**config.mk**
```make
export PLATFORM = sky130hd
export DESIGN_NAME = axi_config_rd_flat
export DESIGN_NICKNAME = d
export VERILOG_FILES = /design/src/rtl/axi_config_rd_if.sv /design/src/rtl/axi_config_rd.sv /design/src/flat_wrapper.sv
export SDC_FILE = /design/constraint.sdc
export NUM_CORES = 1
export LEC_CHECK = 0
export CORE_ASPECT_RATIO = 2
export CORE_MARGIN = 1.5
export CORE_UTILIZATION = 46
export CTS_CLUSTER_DIAMETER = 30
export CTS_CLUSTER_SIZE = 30
export DETAILED_ROUTE_END_ITERATION = 12
export PLACE_DENSITY = 0.85
export SLEW_MARGIN = 20
export SYNTH_ARGS = -nofsm -noshare
export SYNTH_HDL_FRONTEND = slang
export SYNTH_SLANG_ARGS = --single-unit
```
**constraint.sdc**
```tcl
create_clock -name clk -period 5.25 [get_ports clk]
set_input_delay 1.05 -clock clk [delete_from_list [all_inputs] [get_ports clk]]
set_output_delay 1.05 -clock clk [all_outputs]
set_load 0.05 [all_outputs]
```
**src/rtl/axi_config_rd_if.sv**
```systemverilog
// AXI4 read-channel bundle (AR + R) between a bus master and the
// config-space read responder.
interface axi_config_rd_if #(
  parameter int ADDR_WIDTH  = 32,
  parameter int DATA_WIDTH  = 32,
  parameter int ID_WIDTH    = 8,
  parameter int RUSER_WIDTH = 1
);
  // Read address channel
  logic [ID_WIDTH-1:0]    arid;
  logic [ADDR_WIDTH-1:0]  araddr;
  logic [7:0]             arlen;
  logic [2:0]             arsize;
  logic [1:0]             arburst;
  logic                   arlock;
  logic [3:0]             arcache;
  logic [2:0]             arprot;
  logic [3:0]             arqos;
  logic [3:0]             arregion;
  logic                   arvalid;
  logic                   arready;

  // Read data channel
  logic [ID_WIDTH-1:0]    rid;
  logic [DATA_WIDTH-1:0]  rdata;
  logic [1:0]             rresp;
  logic                   rlast;
  logic [RUSER_WIDTH-1:0] ruser;
  logic                   rvalid;
  logic                   rready;

  modport master (
    output arid, araddr, arlen, arsize, arburst, arlock, arcache, arprot,
           arqos, arregion, arvalid, rready,
    input  arready, rid, rdata, rresp, rlast, ruser, rvalid
  );

  modport slave (
    input  arid, araddr, arlen, arsize, arburst, arlock, arcache, arprot,
           arqos, arregion, arvalid, rready,
    output arready, rid, rdata, rresp, rlast, ruser, rvalid
  );
endinterface

```
**src/rtl/axi_config_rd.sv**
```systemverilog
// AXI4 read responder for the config register space. Each burst beat
// becomes one single-cycle rd strobe; the returned word (or a timeout
// SLVERR) is handed back as an R beat. One burst in flight at a time.
module axi_config_rd #(
  parameter int ADDR_WIDTH   = 32,
  parameter int DATA_WIDTH   = 32,
  parameter int STRB_WIDTH   = DATA_WIDTH / 8,
  parameter int ID_WIDTH     = 8,
  parameter int RUSER_ENABLE = 0,
  parameter int RUSER_WIDTH  = 1,
  parameter int TIMEOUT      = 255
) (
  input  logic                  clk,
  input  logic                  rst,
  axi_config_rd_if.slave        s_axi,
  output logic                  rd,
  output logic [ADDR_WIDTH-1:0] raddr,
  input  logic [DATA_WIDTH-1:0] rd_data,
  input  logic                  rd_valid
);

  // Counter must be able to hold TIMEOUT itself (it increments on the
  // cycle it hits the limit).
  localparam int TMO_WIDTH = $clog2(TIMEOUT + 1);

  localparam logic [1:0] RESP_OKAY   = 2'b00;
  localparam logic [1:0] RESP_SLVERR = 2'b10;

  typedef enum logic [1:0] {IDLE, ISSUE, WAIT, RESP} state_t;

  state_t                 state_reg,   state_next;
  logic                   arready_reg, arready_next;
  logic                   rvalid_reg,  rvalid_next;
  logic                   rlast_reg,   rlast_next;
  logic                   rd_reg,      rd_next;
  logic [1:0]             rresp_reg,   rresp_next;
  logic [DATA_WIDTH-1:0]  rdata_reg,   rdata_next;
  logic [ID_WIDTH-1:0]    rid_reg,     rid_next;
  logic [ADDR_WIDTH-1:0]  raddr_reg,   raddr_next;
  logic [ID_WIDTH-1:0]    id_reg,      id_next;
  logic [ADDR_WIDTH-1:0]  addr_reg,    addr_next;
  logic [7:0]             len_reg,     len_next;
  logic                   fixed_reg,   fixed_next;
  logic [7:0]             beat_reg,    beat_next;
  logic [TMO_WIDTH-1:0]   tmo_reg,     tmo_next;
  logic [ADDR_WIDTH-1:0]  addr_adv;

  // Sideband AR fields and user-signal parameters carry no meaning here.
  logic unused_ok;
  assign unused_ok = ^{s_axi.arsize, s_axi.arlock, s_axi.arcache, s_axi.arprot,
                       s_axi.arqos, s_axi.arregion,
                       (RUSER_ENABLE != 0), (RUSER_WIDTH != 0)};

  // FIXED bursts re-read the same word; everything else steps one word,
  // wrapping silently at the top of the address space.
  assign addr_adv = fixed_reg ? addr_reg : addr_reg + ADDR_WIDTH'(STRB_WIDTH);

  // Next-state and next-output logic for the beat sequencer.
  always_comb begin
    state_next   = state_reg;
    arready_next = arready_reg;
    rvalid_next  = rvalid_reg;
    rlast_next   = rlast_reg;
    rd_next      = 1'b0;
    rresp_next   = rresp_reg;
    rdata_next   = rdata_reg;
    rid_next     = rid_reg;
    raddr_next   = raddr_reg;
    id_next      = id_reg;
    addr_next    = addr_reg;
    len_next     = len_reg;
    fixed_next   = fixed_reg;
    beat_next    = beat_reg;
    tmo_next     = tmo_reg;

    case (state_reg)
      IDLE: begin
        arready_next = 1'b1;
        if (s_axi.arvalid && arready_reg) begin
          arready_next = 1'b0;
          id_next      = s_axi.arid;
          addr_next    = s_axi.araddr;
          len_next     = s_axi.arlen;
          fixed_next   = (s_axi.arburst == 2'b00);
          beat_next    = 8'd0;
          rd_next      = 1'b1;
          raddr_next   = s_axi.araddr;
          state_next   = ISSUE;
        end
      end

      ISSUE: begin
        tmo_next   = '0;
        state_next = WAIT;
      end

      WAIT: begin
        tmo_next = tmo_reg + 1'b1;
        // rd_valid is checked first so a reply on the final cycle still wins.
        if (rd_valid) begin
          rdata_next  = rd_data;
          rresp_next  = RESP_OKAY;
          rvalid_next = 1'b1;
          rid_next    = id_reg;
          rlast_next  = (beat_reg == len_reg);
          state_next  = RESP;
        end else if (tmo_reg == TMO_WIDTH'(TIMEOUT - 1)) begin
          rdata_next  = '0;
          rresp_next  = RESP_SLVERR;
          rvalid_next = 1'b1;
          rid_next    = id_reg;
          rlast_next  = (beat_reg == len_reg);
          state_next  = RESP;
        end
      end

      RESP: begin
        if (s_axi.rready) begin
          rvalid_next = 1'b0;
          if (rlast_reg) begin
            rlast_next = 1'b0;
            state_next = IDLE;
          end else begin
            beat_next  = beat_reg + 8'd1;
            addr_next  = addr_adv;
            rd_next    = 1'b1;
            raddr_next = addr_adv;
            state_next = ISSUE;
          end
        end
      end

      default: state_next = IDLE;
    endcase
  end

  // State and output registers; reset abandons any burst in progress.
  always_ff @(posedge clk or posedge rst) begin
    if (rst) begin
      state_reg   <= IDLE;
      arready_reg <= 1'b0;
      rvalid_reg  <= 1'b0;
      rlast_reg   <= 1'b0;
      rd_reg      <= 1'b0;
      rresp_reg   <= RESP_OKAY;
      rdata_reg   <= '0;
      rid_reg     <= '0;
      raddr_reg   <= '0;
      id_reg      <= '0;
      addr_reg    <= '0;
      len_reg     <= 8'd0;
      fixed_reg   <= 1'b0;
      beat_reg    <= 8'd0;
      tmo_reg     <= '0;
    end else begin
      state_reg   <= state_next;
      arready_reg <= arready_next;
      rvalid_reg  <= rvalid_next;
      rlast_reg   <= rlast_next;
      rd_reg      <= rd_next;
      rresp_reg   <= rresp_next;
      rdata_reg   <= rdata_next;
      rid_reg     <= rid_next;
      raddr_reg   <= raddr_next;
      id_reg      <= id_next;
      addr_reg    <= addr_next;
      len_reg     <= len_next;
      fixed_reg   <= fixed_next;
      beat_reg    <= beat_next;
      tmo_reg     <= tmo_next;
    end
  end

  assign s_axi.arready = arready_reg;
  assign s_axi.rvalid  = rvalid_reg;
  assign s_axi.rlast   = rlast_reg;
  assign s_axi.rresp   = rresp_reg;
  assign s_axi.rdata   = rdata_reg;
  assign s_axi.rid     = rid_reg;
  assign s_axi.ruser   = '0;
  assign rd            = rd_reg;
  assign raddr         = raddr_reg;

endmodule

```
**src/flat_wrapper.sv**
```systemverilog
// flat-port wrapper written by rule: the top's interface ports become plain ports
module axi_config_rd_flat 
#(
  parameter int ADDR_WIDTH   = 32,
  parameter int DATA_WIDTH   = 32,
  parameter int STRB_WIDTH   = DATA_WIDTH / 8,
  parameter int ID_WIDTH     = 8,
  parameter int RUSER_ENABLE = 0,
  parameter int RUSER_WIDTH  = 1,
  parameter int TIMEOUT      = 255
)
  (clk, rst, rd, raddr, rd_data, rd_valid, s_axi_arid, s_axi_araddr, s_axi_arlen, s_axi_arsize, s_axi_arburst, s_axi_arlock, s_axi_arcache, s_axi_arprot, s_axi_arqos, s_axi_arregion, s_axi_arvalid, s_axi_rready, s_axi_arready, s_axi_rid, s_axi_rdata, s_axi_rresp, s_axi_rlast, s_axi_ruser, s_axi_rvalid);
  axi_config_rd_if #(.ADDR_WIDTH(ADDR_WIDTH), .DATA_WIDTH(DATA_WIDTH), .ID_WIDTH(ID_WIDTH), .RUSER_WIDTH(RUSER_WIDTH)) s_axi_i ();
  input  logic clk;
  input  logic rst;
  output logic rd;
  output logic [ADDR_WIDTH-1:0] raddr;
  input  logic [DATA_WIDTH-1:0] rd_data;
  input  logic rd_valid;
  input wire logic [$bits(s_axi_i.arid)-1:0] s_axi_arid;
  input wire logic [$bits(s_axi_i.araddr)-1:0] s_axi_araddr;
  input wire logic [$bits(s_axi_i.arlen)-1:0] s_axi_arlen;
  input wire logic [$bits(s_axi_i.arsize)-1:0] s_axi_arsize;
  input wire logic [$bits(s_axi_i.arburst)-1:0] s_axi_arburst;
  input wire logic [$bits(s_axi_i.arlock)-1:0] s_axi_arlock;
  input wire logic [$bits(s_axi_i.arcache)-1:0] s_axi_arcache;
  input wire logic [$bits(s_axi_i.arprot)-1:0] s_axi_arprot;
  input wire logic [$bits(s_axi_i.arqos)-1:0] s_axi_arqos;
  input wire logic [$bits(s_axi_i.arregion)-1:0] s_axi_arregion;
  input wire logic [$bits(s_axi_i.arvalid)-1:0] s_axi_arvalid;
  input wire logic [$bits(s_axi_i.rready)-1:0] s_axi_rready;
  output wire logic [$bits(s_axi_i.arready)-1:0] s_axi_arready;
  output wire logic [$bits(s_axi_i.rid)-1:0] s_axi_rid;
  output wire logic [$bits(s_axi_i.rdata)-1:0] s_axi_rdata;
  output wire logic [$bits(s_axi_i.rresp)-1:0] s_axi_rresp;
  output wire logic [$bits(s_axi_i.rlast)-1:0] s_axi_rlast;
  output wire logic [$bits(s_axi_i.ruser)-1:0] s_axi_ruser;
  output wire logic [$bits(s_axi_i.rvalid)-1:0] s_axi_rvalid;
  assign s_axi_i.arid = s_axi_arid;
  assign s_axi_i.araddr = s_axi_araddr;
  assign s_axi_i.arlen = s_axi_arlen;
  assign s_axi_i.arsize = s_axi_arsize;
  assign s_axi_i.arburst = s_axi_arburst;
  assign s_axi_i.arlock = s_axi_arlock;
  assign s_axi_i.arcache = s_axi_arcache;
  assign s_axi_i.arprot = s_axi_arprot;
  assign s_axi_i.arqos = s_axi_arqos;
  assign s_axi_i.arregion = s_axi_arregion;
  assign s_axi_i.arvalid = s_axi_arvalid;
  assign s_axi_i.rready = s_axi_rready;
  assign s_axi_arready = s_axi_i.arready;
  assign s_axi_rid = s_axi_i.rid;
  assign s_axi_rdata = s_axi_i.rdata;
  assign s_axi_rresp = s_axi_i.rresp;
  assign s_axi_rlast = s_axi_i.rlast;
  assign s_axi_ruser = s_axi_i.ruser;
  assign s_axi_rvalid = s_axi_i.rvalid;
  axi_config_rd #(.ADDR_WIDTH(ADDR_WIDTH), .DATA_WIDTH(DATA_WIDTH), .STRB_WIDTH(STRB_WIDTH), .ID_WIDTH(ID_WIDTH), .RUSER_ENABLE(RUSER_ENABLE), .RUSER_WIDTH(RUSER_WIDTH), .TIMEOUT(TIMEOUT)) u_core (.clk(clk), .rst(rst), .s_axi(s_axi_i), .rd(rd), .raddr(raddr), .rd_data(rd_data), .rd_valid(rd_valid));
endmodule
```
==> summary.md, run 1 <==
| Metric | Value |
|---|---|
| Status | `finished clean` |
| First drt pass iteration count | `5` |
| Yosys warnings | `0` |
| CP max FO | `37` |
| Chip width | `80.14 µm` |
| Worst-Margin Slew | `910.4 ps` |
| H-tree level count | `3` |
| Tcrit/Tclk final | `55.78%` |
| Nets | `799` |
| Via density | `5.935` |
| Yosys reg bits | `112` |
| Die area | `0.01260 mm²` |
| Worst vdd ir | `0.5340 mV` |
| CORE AREA | `0.01163 mm²` |
| Post-Synthesis Cell Area | `0.005474 mm²` |
| Max Fclk | `341.5 MHz` |
| Area grow syn2layout | `37.17%` |
| Iter 0 DRT Violations | `269` |
| Worst EP arrival | `3220 ps` |
| Synth async-reset ratio | `100.0%` |
| Leakage power | `3.129 nW` |
| CTS tree | `built` |
| Final Critical Period | `2928 ps` |
| EDFF count, synth | `0` |
| Cts repair resizes | `0` |
| CTS max path bufs | `2` |
| Clock slew at reported path FFs | `80 ps` |
| Clock tree sinks | `112` |
| Rel. slew slack | `38.74%` |
| Vias | `4944` |
| WP data required | `5540 ps` |
| Most frequent cells in the layout | `clkdlybuf4s50_1 (163), dfrtp_1 (112), nand2_1 (58)` |
| Slew Limit Fails | `0` |
| Root Driver | `clkbuf_16` |
| IO Port Bufs | `163` |
| Total negative slack | `0 ps` |
| CP startpoint kind | `flop` |
| Worst min path class | `reg -> reg` |
| Initial Util | `47.06%` |
| Most common cell after layout, fill and taps aside | `clkdlybuf4s50_1` |
| GRT overflow | `0` |
| Row cnt | `56` |
| Syn Area/Cell | `10.17 µm²` |
| Total power | `0.005340 W` |
| First-pass GRT wire length | `24.27 mm` |
| WL final | `15.26 mm` |
| Finished Core Util | `64.55%` |
| Share of cells above drive strength 1 | `8.721%` |
| DP HPWL | `11.26 mm` |
| # hold bufs at CTS | `0` |
| Dpl cell area | `0.007199 mm²` |
| Final cell count without fillers | `833` |
| Netlist cell types | `50` |
| Clock Skew | `10.25 ps` |
| RSZ-0062 raised after global routing | `no` |
| Chip height | `157.3 µm` |
| # fillers | `934` |
| Num CTS Buffers | `9` |
| Setup violators final | `0` |
| Synthesized netlist cell count | `538` |
| Worst-Skew Late Latency | `350 ps` |
| Hold Vio Cnt, Final | `0` |
| Worst reg-to-reg path cell count | `6` |
| Routability cong. | `0.9285` |
| Final antenna-violating net count | `0` |
| I/O pin cnt | `185` |
| Vias in the first global route | `5031` |
| Final Instance Area | `0.007508 mm²` |
| Synth Flop Type | `dfrtp_1` |
| Post-CTS setup buffers | `0` |
| Seq/Total Area, Yosys | `51.20%` |
| Min-Delay Path Depth | `2` |
| Avg WL per Cell | `18.32 µm` |
| Largest net degree at the start of global routing | `84` |
| Critical path class | `reg -> reg` |
| Max-cap viol count | `0` |
| Cells after DPL | `818` |
| Pwr per Cell Area | `711.2 mW/mm²` |
| Initial antenna violation count | `0` |
| Worst Setup End Kind | `flop` |
| N_diodes | `0` |
| DR DRC count | `0` |
| Gr usage total | `24.82%` |
==> per-stage QoR <==
stage / hold WS [ps] / worst slack (ps)
floorplan: 448.9 / 1241
global placement: 465.9 / 2064
detailed placement: 479.0 / 2004
CTS: 494.7 / 2337
global route: 509.1 / 2069
finish: 495.9 / 2322
==> where the power goes <==
| part | switching (W) | internal [W] |
|---|---|---|
| clock network | 0.000307 | 0.000396 |
| registers | 0.000369 | 0.00124 |
| logic | 0.00192 | 0.00111 |
==> final cells by class <==
cell class,count,area [µm²],share of cell area [%]
clock buffers,11,252.7,3.366
clock inverters,4,52.55,0.6999
inverters,14,57.56,0.7665
multi-input cells,379,2492,33.19
flip-flops and latches,112,2803,37.33
well taps,145,181.4,2.416
repair buffers,168,1669,22.23
==> cell usage after synthesis (7+ instances only) <==
| library cell | count | area (µm²) |
|---|---|---|
| ha_1 | 9 | 112.6 |
| a22o_1 | 33 | 289.0 |
| or4_1 | 7 | 52.55 |
| nand4_1 | 17 | 106.4 |
| a21oi_1 | 30 | 150.1 |
| nor2_1 | 20 | 75.07 |
| clkbuf_1 | 27 | 101.4 |
| o21ai_0 | 33 | 165.2 |
| mux2i_1 | 7 | 70.07 |
| mux2_2 | 26 | 292.8 |
| o31ai_1 | 8 | 60.06 |
| dfrtp_1 | 112 | 2803 |
| nor3_1 | 11 | 55.05 |
| nand2_1 | 58 | 217.7 |
| nand3_1 | 27 | 135.1 |
| a2bb2oi_1 | 11 | 96.34 |
| inv_1 | 13 | 48.80 |
| o22ai_1 | 11 | 68.82 |
==> path summary, 6_finish.rpt <==
path | start | end | slack [ps]
max | u_core.state_reg[1] | u_core.raddr[24] | 2320
min | u_core.raddr[0] | u_core.raddr[0] | 500
max reg2reg | u_core.state_reg[1] | u_core.raddr[24] | 2320
min reg2reg | u_core.raddr[0] | u_core.raddr[0] | 500
max in group asynchronous | rst | u_core.raddr[15] | 3130
min in group asynchronous | rst | u_core.raddr[21] | 1210
==> metal layers <==
metal	share of wire [%]	up-vias	global-route usage (%)	routed length [µm]
met3	5.9	51	4.406	902
li1	-	2274	-	-
met2	55	249	45.78	8463
met1	34	2370	25.90	5258
met4	4.2	0	13.05	636
met5	0	-	0	0
==> worst max-delay path, cell delays in order, from the launching register on <==
cell     delay, ps
dfrtp_1        440
ha_2           660
nor2b_1        320
a22oi_1        230
or2_2          570
or4_1          540
nand4_1        100
==> kinds of logic (layout without fill, tap and decap cells) <==
| family | Yosys count | in the layout | share of synthesized area, % |
|---|---|---|---|
| DFF | 112 | 112 | 51.20 |
| adders and majority gates | 9 | 9 | 2.057 |
| muxes | 33 | 33 | 6.629 |
| xor gates and xnor gates | 9 | 9 | 1.440 |
| AOI/OAI and AO/OA | 148 | 148 | 18.33 |
| and+or+nand+nor | 178 | 178 | 16.78 |
| buffers and inverters | 48 | 197 | 3.497 |
| other | 1 | 2 | 0.06851 |
Note: power is estimated with default switching activity, not from simulation.
==> run 2: changes to the inputs <==
==> constraint.sdc (replaced) <==
create_clock -name clk -period 2.8 [get_ports clk]
set_input_delay 0.56 -clock clk [delete_from_list [all_inputs] [get_ports clk]]
set_output_delay 0.56 -clock clk [all_outputs]
set_load 0.05 [all_outputs]
==> run 2 against run 1 <==
Net effect: sequential cell count unchanged; via count increased by 0.24%; clock power increased by 98%; hold slack got worse by 4.4 ps; highest routed layer unchanged; register-to-register slack got worse by 2000 ps; global-route usage decreased by 0.36 points; power increased by 91%; non-clock buffer count increased by 11; core utilization increased by 1.2 points; critical endpoint unchanged; largest cell class unchanged; final cell count increased by 1.4%; routed wire length decreased by 1.4%.
==> summary.md, run 2 (same netlist as run 1, synthesis figures left out) <==
| Metric | Value |
|---|---|
| Share of cells above drive strength 1 | `10.14% (+1.4 points)` |
| Launch point of the worst reg-to-reg path | `u_core.raddr[2]` |
| Clock tree sinks | `112 (unchanged)` |
| Gate power share | `57.1% (+0.3 points)` |
| Critical-path top delay cell | `or4_4` |
| Slew Limit Fails | `0 (unchanged)` |
| Max Fclk | `406.4 MHz (+19%)` |
| Cells after DPL | `829 (+1.3%)` |
| I/O pin cnt | `185 (unchanged)` |
| DR DRC count | `0 (unchanged)` |
| Worst reg-to-reg path cell count | `6 (unchanged)` |
| Gr usage total | `24.46% (-0.36 points)` |
| CP max FO | `7 (-81%)` |
| CTS tree | `built` |
| Initial antenna violation count | `0 (unchanged)` |
| First-pass GRT wire length | `24.14 mm (-0.51%)` |
| Reg-to-reg endpoint | `u_core.raddr[24]` |
| N_diodes | `0 (unchanged)` |
| First drt pass iteration count | `5 (unchanged)` |
| Hold path endpoint | `u_core.raddr[0]` |
| Final Instance Area | `0.007650 mm² (+1.9%)` |
| Nets | `810 (+1.4%)` |
| Largest stage delay on the critical path | `610 ps (-50 ps)` |
| Via density | `5.865 (-1.2%)` |
| Cts repair resizes | `0 (unchanged)` |
| Total negative slack | `0 ps (unchanged)` |
| Chip height | `157.3 µm (unchanged)` |
| WP data required | `3070 ps (-2470 ps)` |
| # hold bufs at CTS | `0 (unchanged)` |
| CTS max path bufs | `2 (unchanged)` |
| CP startpoint kind | `flop` |
| Most common cell after layout, fill and taps aside | `clkdlybuf4s50_1` |
| Largest net degree at the start of global routing | `80 (-4.8%)` |
| Critical path class | `reg -> reg` |
| Clock slew at reported path FFs | `80 ps (about the same)` |
| Tcrit/Tclk final | `87.88% (+32 points)` |
| Worst min path class | `reg -> reg` |
| Iter 0 DRT Violations | `274 (+1.9%)` |
| Power share of the clock group | `13.7% (+0.5 points)` |
| Status | `finished clean` |
| Chip width | `80.14 µm (unchanged)` |
| H-tree level count | `3 (unchanged)` |
| Dpl cell area | `0.007321 mm² (+1.7%)` |
| Worst path most repeated cell | `nand4_1` |
| Rel. slew slack | `48.95% (+10 points)` |
| Routability cong. | `0.9371 (+0.93%)` |
| GRT overflow | `0 (unchanged)` |
| Final cell count without fillers | `845 (+1.4%)` |
| Worst vdd ir | `0.8029 mV (+50%)` |
| Vias | `4956 (+0.24%)` |
| Sw Ratio | `47.98% (-0.68 points)` |
| Final antenna-violating net count | `0 (unchanged)` |
| CP cell instances | `ha_1, nand4_1, or4_4, or3_1, or4_1, nand4_1` |
| Flop pwr share | `29.2% (-0.9 points)` |
| WL final | `15.05 mm (-1.4%)` |
| Clock Skew | `7.880 ps (-2.371 ps)` |
| RSZ-0062 raised after global routing | `no` |
| Row cnt | `56 (unchanged)` |
| Leakage power | `3.195 nW (+2.1%)` |
| IO Port Bufs | `163 (unchanged)` |
| Worst Setup End Kind | `flop` |
| Worst EP arrival | `2730 ps (-490 ps)` |
| Psw | `0.004890 W (+88%)` |
| Pwr per Cell Area | `1332 mW/mm² (+87%)` |
| Hold Vio Cnt, Final | `0 (unchanged)` |
| DP HPWL | `11.38 mm (+1.1%)` |
| Avg WL per Cell | `17.81 µm (-2.8%)` |
| Post-CTS setup buffers | `0 (unchanged)` |
| Die area | `0.01260 mm² (unchanged)` |
| Vias in the first global route | `5104 (+1.5%)` |
| CORE AREA | `0.01163 mm² (unchanged)` |
| Worst-Skew Late Latency | `340 ps (about the same)` |
| Hold Startpoint | `u_core.raddr[0]` |
| Final WS setup | `339.3 ps (-1982 ps)` |
| Worst-Margin Slew | `764.1 ps (-146.3 ps)` |
| R2R setup slack | `340 ps (-1980 ps)` |
| Area grow syn2layout | `39.75%` |
| Root Driver | `clkbuf_16` |
| Most frequent cells in the layout | `clkdlybuf4s50_1 (163), dfrtp_1 (112), nand2_1 (58)` |
| Final Critical Period | `2461 ps (-467.6 ps)` |
| Num CTS Buffers | `9 (unchanged)` |
| Int Pwr | `0.005301 W (+93%)` |
| Initial Util | `47.06% (unchanged)` |
| Setup violators final | `0 (unchanged)` |
| Finished Core Util | `65.77% (+1.2 points)` |
| Min-Delay Path Depth | `2 (unchanged)` |
| Pre-CTS setup slack | `257.9 ps (-1746 ps)` |
| Max-cap viol count | `0 (unchanged)` |
==> run 2: routing by layer <==
| layer | track usage [%] | wire [µm] | vias to the layer above |
|---|---|---|---|
| met4 | 12.07 | 602 | 0 |
| met1 | 25.08 | 5238 | 2384 |
| met3 | 4.812 | 961 | 45 |
| li1 | - | - | 2289 |
| met2 | 45.66 | 8248 | 238 |
| met5 | 0 | 0 | - |
==> run 2: worst max-delay path by stage <==
stage / depth (start not counted) / endpoint / from / slack (ps)
after floorplan: 6 / u_core.raddr[24] / u_core.raddr[2] / 180
after global placement: 7 / u_core.raddr[29] / s_axi_rready / 310
after detailed placement: 7 / u_core.raddr[11] / s_axi_rready / 260
after CTS: 6 / u_core.raddr[24] / u_core.raddr[2] / 340
after global routing: 6 / u_core.raddr[24] / u_core.raddr[2] / 210
final: 6 / u_core.raddr[24] / u_core.raddr[2] / 340
==> run 2: area by class of cell <==
cell class                      count  area, µm²
Inverter                           14      56.30
Clock buffer                       10      239.0
Sequential cell                   112       2803
Multi-Input combinational cell    379       2491
Tap cell                          145      181.4
Timing Repair Buffer              179       1789
Fill cell                         930       3981
Clock inverter                      6      90.09
==> run 2: critical path, delay by kind of cell, from the launching register on <==
kind                     cells  cell delay, ps
flip-flops                   1             470
AND/OR/NAND/NOR              5            1660
adder cells (fa/ha/maj)      1             260
==> run 2: power by group through the flow <==
stage	clock [W]	sequential, W	combinational, W
6_report	0.00139	0.00298	0.00582
5_1_grt	0.00149	0.00308	0.00616
4_1_cts	0.00143	0.00297	0.00584
3_5_place_dp	0	0.00299	0.00582
3_3_place_gp	0	0.00295	0.00567
2_1_floorplan	0	0.00466	0.00218
==> run 2: through the flow <==
| stage | total power, W | hold WS [ps] |
|---|---|---|
| after global placement | 0.008617 | 465.6 |
| after CTS | 0.01024 | 495.8 |
| after global routing | 0.01073 | 507.1 |
| after floorplan | 0.006847 | 448.9 |
| final | 0.01019 | 491.5 |
| after detailed placement | 0.008811 | 479.3 |
==> run 3: changes to the inputs <==
--- a/config.mk
+++ b/config.mk
@@ -12,6 +12,7 @@
 export CTS_CLUSTER_SIZE = 30
 export DETAILED_ROUTE_END_ITERATION = 12
 export PLACE_DENSITY = 0.85
+export SETUP_SLACK_MARGIN = 0.1
 export SLEW_MARGIN = 20
 export SYNTH_ARGS = -nofsm -noshare
 export SYNTH_HDL_FRONTEND = slang
==> results of run 3 <==
Same layout as run 2: the final DEF is identical, and so are final timing and power.
